===== src/rtl/aes_pkg.sv =====
// Shared AES definitions: field polynomial, FSM state names, byte-select type
// and the forward S-box / MixColumn-byte / rotate helpers used by the column units.
package aes_pkg;

    localparam logic [8:0] GF_POLY = 9'h11B;

    typedef enum logic [1:0] {
        IDLE = 2'd0,
        BUSY = 2'd1,
        DONE = 2'd2
    } state_e;

    typedef logic [1:0] bsel_t;

    function automatic logic [7:0] xtime(input logic [7:0] x);
        return {x[6:0], 1'b0} ^ (x[7] ? GF_POLY[7:0] : 8'h00);
    endfunction

    function automatic logic [7:0] gf_mul(input logic [7:0] a, input logic [7:0] b);
        logic [7:0] p;
        logic [7:0] x;
        p = 8'h00;
        x = a;
        for (int i = 0; i < 8; i++) begin
            if (b[i]) p = p ^ x;
            x = xtime(x);
        end
        return p;
    endfunction

    // Inverse as x^254 (x^2 * x^4 * ... * x^128), which maps 0 to 0 as the S-box needs.
    function automatic logic [7:0] sbox_fwd(input logic [7:0] x);
        logic [7:0] sq;
        logic [7:0] inv;
        sq  = x;
        inv = 8'h01;
        for (int i = 1; i < 8; i++) begin
            sq  = gf_mul(sq, sq);
            inv = gf_mul(inv, sq);
        end
        return inv ^ {inv[6:0], inv[7]} ^ {inv[5:0], inv[7:6]}
                   ^ {inv[4:0], inv[7:5]} ^ {inv[3:0], inv[7:4]} ^ 8'h63;
    endfunction

    function automatic logic [31:0] mix_fwd_byte(input logic [7:0] so);
        return {xtime(so) ^ so, so, so, xtime(so)};
    endfunction

    function automatic logic [31:0] rol32_bytes(input logic [31:0] x, input bsel_t bs);
        logic [31:0] r;
        case (bs)
            2'd0:    r = x;
            2'd1:    r = {x[23:0], x[31:24]};
            2'd2:    r = {x[15:0], x[31:16]};
            default: r = {x[7:0],  x[31:8]};
        endcase
        return r;
    endfunction

endpackage


===== src/rtl/aes32esmi_iter_if.sv =====
// Request/response bundle of the iterative middle-round column unit.
// Both sides use valid/ready: a transfer happens on a rising edge where valid and ready are both high.
interface aes32esmi_iter_if;
    import aes_pkg::*;

    logic        in_valid;
    logic        in_ready;
    logic        in_chain;
    bsel_t       in_bs;
    logic [31:0] in_rs1;
    logic [31:0] in_src0;
    logic [31:0] in_src1;
    logic [31:0] in_src2;
    logic [31:0] in_src3;
    logic        out_valid;
    logic        out_ready;
    logic [31:0] out_rd;

    modport master (
        output in_valid, in_chain, in_bs, in_rs1, in_src0, in_src1, in_src2, in_src3, out_ready,
        input  in_ready, out_valid, out_rd
    );

    modport slave (
        input  in_valid, in_chain, in_bs, in_rs1, in_src0, in_src1, in_src2, in_src3, out_ready,
        output in_ready, out_valid, out_rd
    );

endinterface


===== src/rtl/aes32esmi.sv =====
// Combinational forward middle-round byte step:
// rd = rotl32(MixColumnByte(SBox(rs2 byte bs)), 8*bs) ^ rs1.
module aes32esmi
    import aes_pkg::*;
(
    input  bsel_t       bs,
    input  logic [31:0] rs1,
    input  logic [31:0] rs2,
    output logic [31:0] rd
);

    logic [31:0] shifted;
    logic [7:0]  si;
    logic [7:0]  so;
    logic [31:0] mixed;

    always_comb begin
        shifted = rs2 >> {bs, 3'b000};
        si      = shifted[7:0];
        so      = sbox_fwd(si);
        mixed   = mix_fwd_byte(so);
        rd      = rol32_bytes(mixed, bs) ^ rs1;
    end

endmodule


===== src/rtl/aes32esmi_iter.sv =====
// Iterative wrapper: captures one request, runs one or CHAIN_STEPS byte steps through
// a single shared aes32esmi datapath, then holds the result until it is taken.
module aes32esmi_iter
    import aes_pkg::*;
#(
    parameter int CHAIN_STEPS = 4
) (
    input  logic            clk,
    input  logic            rst,
    aes32esmi_iter_if.slave bus,
    output logic [1:0]      dbg_state
);

    localparam logic [1:0] ST_IDLE   = IDLE;
    localparam logic [1:0] ST_BUSY   = BUSY;
    localparam logic [1:0] ST_DONE   = DONE;
    localparam logic [1:0] LAST_STEP = 2'(CHAIN_STEPS - 1);

    logic [1:0]  state;
    logic [1:0]  step;
    logic        chain_q;
    bsel_t       bs_q;
    logic [31:0] acc;
    logic [31:0] src_q [4];
    bsel_t       cur_bs;
    logic [31:0] cur_src;
    logic [31:0] nxt_acc;
    logic        last_step;

    // Chain mode walks byte selects 0..CHAIN_STEPS-1 with a fresh source word per step.
    always_comb begin
        cur_bs    = chain_q ? step : bs_q;
        cur_src   = chain_q ? src_q[step] : src_q[0];
        last_step = !chain_q || (step == LAST_STEP);
    end

    aes32esmi u_esmi (
        .bs  (cur_bs),
        .rs1 (acc),
        .rs2 (cur_src),
        .rd  (nxt_acc)
    );

    always_ff @(posedge clk or posedge rst) begin
        if (rst) begin
            state    <= ST_IDLE;
            step     <= 2'd0;
            chain_q  <= 1'b0;
            bs_q     <= 2'd0;
            acc      <= 32'h0;
            src_q[0] <= 32'h0;
            src_q[1] <= 32'h0;
            src_q[2] <= 32'h0;
            src_q[3] <= 32'h0;
        end else begin
            case (state)
                ST_IDLE: begin
                    if (bus.in_valid) begin
                        acc      <= bus.in_rs1;
                        src_q[0] <= bus.in_src0;
                        src_q[1] <= bus.in_src1;
                        src_q[2] <= bus.in_src2;
                        src_q[3] <= bus.in_src3;
                        bs_q     <= bus.in_bs;
                        chain_q  <= bus.in_chain;
                        step     <= 2'd0;
                        state    <= ST_BUSY;
                    end
                end
                ST_BUSY: begin
                    acc  <= nxt_acc;
                    step <= step + 2'd1;
                    if (last_step) state <= ST_DONE;
                end
                ST_DONE: begin
                    if (bus.out_ready) state <= ST_IDLE;
                end
                default: state <= ST_IDLE;
            endcase
        end
    end

    assign bus.in_ready  = (state == ST_IDLE);
    assign bus.out_valid = (state == ST_DONE);
    assign bus.out_rd    = acc;
    assign dbg_state     = state;

endmodule


===== src/flat_wrapper.sv =====
// flat-port wrapper written by rule: the top's interface ports become plain ports
module aes32esmi_iter_flat import aes_pkg::*;
#(
    parameter int CHAIN_STEPS = 4
)
  (clk, rst, dbg_state, bus_in_valid, bus_in_chain, bus_in_bs, bus_in_rs1, bus_in_src0, bus_in_src1, bus_in_src2, bus_in_src3, bus_out_ready, bus_in_ready, bus_out_valid, bus_out_rd);
  aes32esmi_iter_if bus_i ();
  input  logic clk;
  input  logic rst;
  output logic [1:0] dbg_state;
  input wire logic [$bits(bus_i.in_valid)-1:0] bus_in_valid;
  input wire logic [$bits(bus_i.in_chain)-1:0] bus_in_chain;
  input wire logic [$bits(bus_i.in_bs)-1:0] bus_in_bs;
  input wire logic [$bits(bus_i.in_rs1)-1:0] bus_in_rs1;
  input wire logic [$bits(bus_i.in_src0)-1:0] bus_in_src0;
  input wire logic [$bits(bus_i.in_src1)-1:0] bus_in_src1;
  input wire logic [$bits(bus_i.in_src2)-1:0] bus_in_src2;
  input wire logic [$bits(bus_i.in_src3)-1:0] bus_in_src3;
  input wire logic [$bits(bus_i.out_ready)-1:0] bus_out_ready;
  output wire logic [$bits(bus_i.in_ready)-1:0] bus_in_ready;
  output wire logic [$bits(bus_i.out_valid)-1:0] bus_out_valid;
  output wire logic [$bits(bus_i.out_rd)-1:0] bus_out_rd;
  assign bus_i.in_valid = bus_in_valid;
  assign bus_i.in_chain = bus_in_chain;
  assign bus_i.in_bs = bus_in_bs;
  assign bus_i.in_rs1 = bus_in_rs1;
  assign bus_i.in_src0 = bus_in_src0;
  assign bus_i.in_src1 = bus_in_src1;
  assign bus_i.in_src2 = bus_in_src2;
  assign bus_i.in_src3 = bus_in_src3;
  assign bus_i.out_ready = bus_out_ready;
  assign bus_in_ready = bus_i.in_ready;
  assign bus_out_valid = bus_i.out_valid;
  assign bus_out_rd = bus_i.out_rd;
  aes32esmi_iter #(.CHAIN_STEPS(CHAIN_STEPS)) u_core (.clk(clk), .rst(rst), .bus(bus_i), .dbg_state(dbg_state));
endmodule

===== config.mk =====
export PLATFORM = sky130hd
export DESIGN_NAME = aes32esmi_iter_flat
export DESIGN_NICKNAME = d
export VERILOG_FILES = /design/src/rtl/aes_pkg.sv /design/src/rtl/aes32esmi_iter_if.sv /design/src/rtl/aes32esmi.sv /design/src/rtl/aes32esmi_iter.sv /design/src/flat_wrapper.sv
export SDC_FILE = /design/constraint.sdc
export NUM_CORES = 1
export LEC_CHECK = 0
export BUFFER_PORTS_ARGS = -buffer_cell sky130_fd_sc_hd__buf_2
export CAP_MARGIN = 20
export CORE_ASPECT_RATIO = 1.5
export CORE_UTILIZATION = 44
export CTS_BUF_LIST = sky130_fd_sc_hd__clkbuf_4 sky130_fd_sc_hd__clkbuf_8
export CTS_CLUSTER_DIAMETER = 60
export DETAILED_ROUTE_END_ITERATION = 8
export GPL_TIMING_DRIVEN = 0
export HOLD_SLACK_MARGIN = 0.06
export PLACE_DENSITY = 0.59
export SLEW_MARGIN = 20
export SYNTH_ARGS = -nofsm -noshare
export SYNTH_HDL_FRONTEND = slang
export SYNTH_SLANG_ARGS = --single-unit

===== constraint.sdc =====
create_clock -name clk -period 19.1 [get_ports clk]
set_input_delay 1.91 -clock clk [delete_from_list [all_inputs] [get_ports clk]]
set_output_delay 1.91 -clock clk [all_outputs]
set_load 0.05 [all_outputs]

==> flow_metrics.py <==
metrics = {
    "outcome": {
        "status": "finished clean",
    },
    "clock_network": {
        "ctsHtreeMaxLevel": 3,
        "cts.path.max_buffers": 2,
        "clkTransAtPathRegs_ns": 0.10,
        "cts_buffers": 9,
        "cts_root_buf": "clkbuf_8",
        "cts_sinks": 95,
        "insertion_delay_ns": 0.40,
        "postCtsHoldBufs": 0,
        "cts_tree": "done",
    },
    "final_layout": {
        "syn_to_final_growth_pct": 13.4,
        "fin_nets": 3226,
        "fill_cells": 4770,
        "antennaDiodeCount": 0,
        "drive_gt1_share_pct": 16.2,
        "postLayoutCoreUtil_pct": 50.9,
    },
    "detailed_routing": {
        "drtAntennaViolNets": 0,
        "first_pass_iters": 5,
        "vias": 22200,
        "wl_per_cell_um": 21.4,
        "drc": 0,
        "viasPerCell": 5.99,
        "drt-initial-drc-count": 1562,
        "drt-total-wl_um": 79400,
    },
    "floorplan": {
        "die_x_um": 183,
        "start_util_pct": 44.9,
        "rows": 98,
        "coreArea_um2": 47900,
        "dieArea_um2": 49800,
        "ios": 203,
        "die_h_um": 273,
    },
    "synthesis": {
        "yosysUniqueCellTypes": 112,
        "synthCells": 2876,
        "synth_sequential_area_ratio_pct": 11.1,
        "ys_async_sr_fraction_pct": 100,
        "syn_nets": 3051,
        "ys.warnings.count": 0,
        "avgSynthCellArea_um2": 7.48,
        "synthFlopType": "dfrtp_1",
        "netlist.area_leader.share_pct": 17.0,
        "synth_edf_count": 0,
        "synth_area_leaders": "xnor2_1 (17%), dfrtp_1 (11%), xnor3_1 (8.5%)",
        "synth_largest_area_cell": "xnor2_1",
        "yosys_register_bits": 95,
        "synth_area_um2": 21500,
    },
    "worst_setup_path": {
        "worst_ep_arrival_time_ns": 18.81,
        "reg2reg_to": "u_core.bus.out_rd[23]",
        "critPathLaunchType": "flip-flop",
        "r2r_start": "u_core.step[0]",
        "ff2ff_setup_slack_ns": 0.58,
        "path_max_fanout": 10,
        "critPathKind": "reg -> reg",
        "cp.required_ns": 19.39,
        "crit_path_frequent_cell": "xnor2_1",
        "slowest_stage": "nor3_1",
        "reg2regPathDepth": 67,
        "worst_setup_path_end_kind": "flip-flop",
        "max_stage_delay_ns": 0.63,
    },
    "sta": {
        "slew_headroom_pct": 34.0,
        "fin_crit_sh_pct": 97.0,
        "max_freq_ghz": 0.0540,
        "layout_min_cycle_time_ns": 18.52,
        "hold_ws_ns": 0.484,
        "worst_pin_slew_ns": 0.980,
        "setup_ws_ns": 0.577,
        "skew_ns": 0.0219,
        "slew_viol_final": 0,
        "finalHoldViolations": 0,
        "setup_violations": 0,
    },
    "global_route": {
        "grt_pass1_wl_um": 122000,
        "grt_pass1_vias": 21800,
        "grt_start_max_net_pins": 78,
        "antenna_found_initial": 0,
        "gr-usage-all-layers_pct": 30.9,
        "overflow": 0,
    },
    "place": {
        "place_ws_ns": -2.89,
        "port_buffers": 130,
        "place.gp.congestion": 0.976,
        "dpl.hpwl_um": 62400,
    },
    "hold_path": {
        "min_path_cells": 2,
        "worstHoldStart": "u_core.src_q[97]",
        "worstHoldPathType": "reg -> reg",
        "min_to": "u_core.src_q[97]",
    },
    "run": {
        "cap_viol_max_count": 0,
    },
}
cell usage in the layout, fill, tap and decap left out, types with 84 or more instances in the layout:
master / count
clkbuf_1: 99
nor2_1: 410
nor3_1: 84
buf_2: 167
o21ai_0: 109
dfrtp_1: 95
xor2_1: 89
nand2_1: 387
a21oi_1: 148
xnor2_1: 371
registers in the layout (all words and copies together) (netlist names):
| register | cells |
|---|---|
| u_core.bs_q | 2 |
| u_core.step | 2 |
| u_core.dbg_state | 2 |
| u_core.bus.out_rd | 32 |
| u_core.chain_q | 1 |
| u_core.src_q | 56 |
repair_timing:
item | in CTS | in global routing
buffers inserted | 12 | 26
pin swaps | 12 | 13
setup endpoints to repair | 32 | 32
gates resized for setup | 65 | 101
endpoints found under the hold margin | 0 | 0
stage by stage:
step / TNS [ns] / std cells / instance area [µm²]
after CTS: 0 / 3682 / 23700
after global routing: -0.0630 / 3705 / 24400
after global placement: -80.30 / 3656 / 23000
after detailed placement: -82.78 / 3657 / 23000
final: 0 / 3705 / 24400
after floorplan: 0 / 2876 / 21500
worst max-delay path by stage:
stage / cells after the start / endpoint / startpoint / slack, ns
detailed placement: 70 / u_core.bus.out_rd[23] / u_core.step[0] / -2.89
floorplan: 73 / u_core.bus.out_rd[19] / u_core.step[0] / 1.93
global route: 70 / u_core.bus.out_rd[12] / u_core.step[0] / -0.03
finish: 67 / u_core.bus.out_rd[23] / u_core.step[0] / 0.58
CTS: 72 / u_core.bus.out_rd[3] / u_core.step[0] / 0.003
global placement: 71 / u_core.bus.out_rd[23] / u_core.step[0] / -2.80
worst max-delay path, delay by kind of cell (launching register included):
family / cells / cell delay [ns]
DFF: 1 / 0.35
xor gates and xnor gates: 30 / 8.70
adders and majority gates: 1 / 0.27
and+or+nand+nor: 11 / 3.34
AOI/OAI and AO/OA: 11 / 2.20
muxes: 3 / 1.01
buffers and inverters: 11 / 2.47
metal layers:
metal	share of wire (%)	track usage [%]	up-vias
met4	6.3	18.9	0
met1	36	32.3	10600
met5	0	0	-
met2	53	59.4	911
met3	4.3	2.31	270
li1	-	-	10400
area by class of cell:
type | count | area, µm² | share of cell area, %
multi-input combinational | 2539 | 18900 | 77.5
clock buffer | 10 | 131 | 0.539
tap | 650 | 813 | 3.34
inverter | 32 | 125 | 0.513
buffer | 205 | 961 | 3.94
sequential | 95 | 2380 | 9.75
timing repair buffer | 169 | 1030 | 4.21
clock inverter | 5 | 58.8 | 0.241
cells in the mapped netlist (15+ instances only):
library cell and count:
xnor2_1 418, nor2_1 415, nand2_1 388, a21oi_1 149, clkbuf_1 129, o21ai_0 111, xor2_1 100, dfrtp_1 95
nor3_1 86, xnor3_1 81, mux2i_1 78, nand3_1 75, o22ai_1 44, buf_2 37, a211oi_1 32, or3_1 27
xnor2_2 26, buf_1 24, inv_1 23, and2_1 21, and3_1 20, nand4_1 19, o211ai_1 19, o21a_1 18
o31ai_1 18, nand2b_1 17, a31oi_1 15, buf_4 15
kinds of logic (layout without fill, tap and decap cells):
kind of cell / after synthesis / after routing / synth area share (%)
buffers and inverters: 242 / 421 / 4.87
multiplexers: 97 / 97 / 4.90
adder cells (fa/ha/maj): 8 / 8 / 0.465
XOR/XNOR: 653 / 653 / 34.8
AND/OR/NAND/NOR: 1161 / 1161 / 24.2
flip-flops: 95 / 95 / 11.1
AO/OA/AOI/OAI: 620 / 620 / 19.7
Power is left out: the tool's default activity adds up to more than one toggle a clock period on the data nets, which glitch-free logic cannot reach.
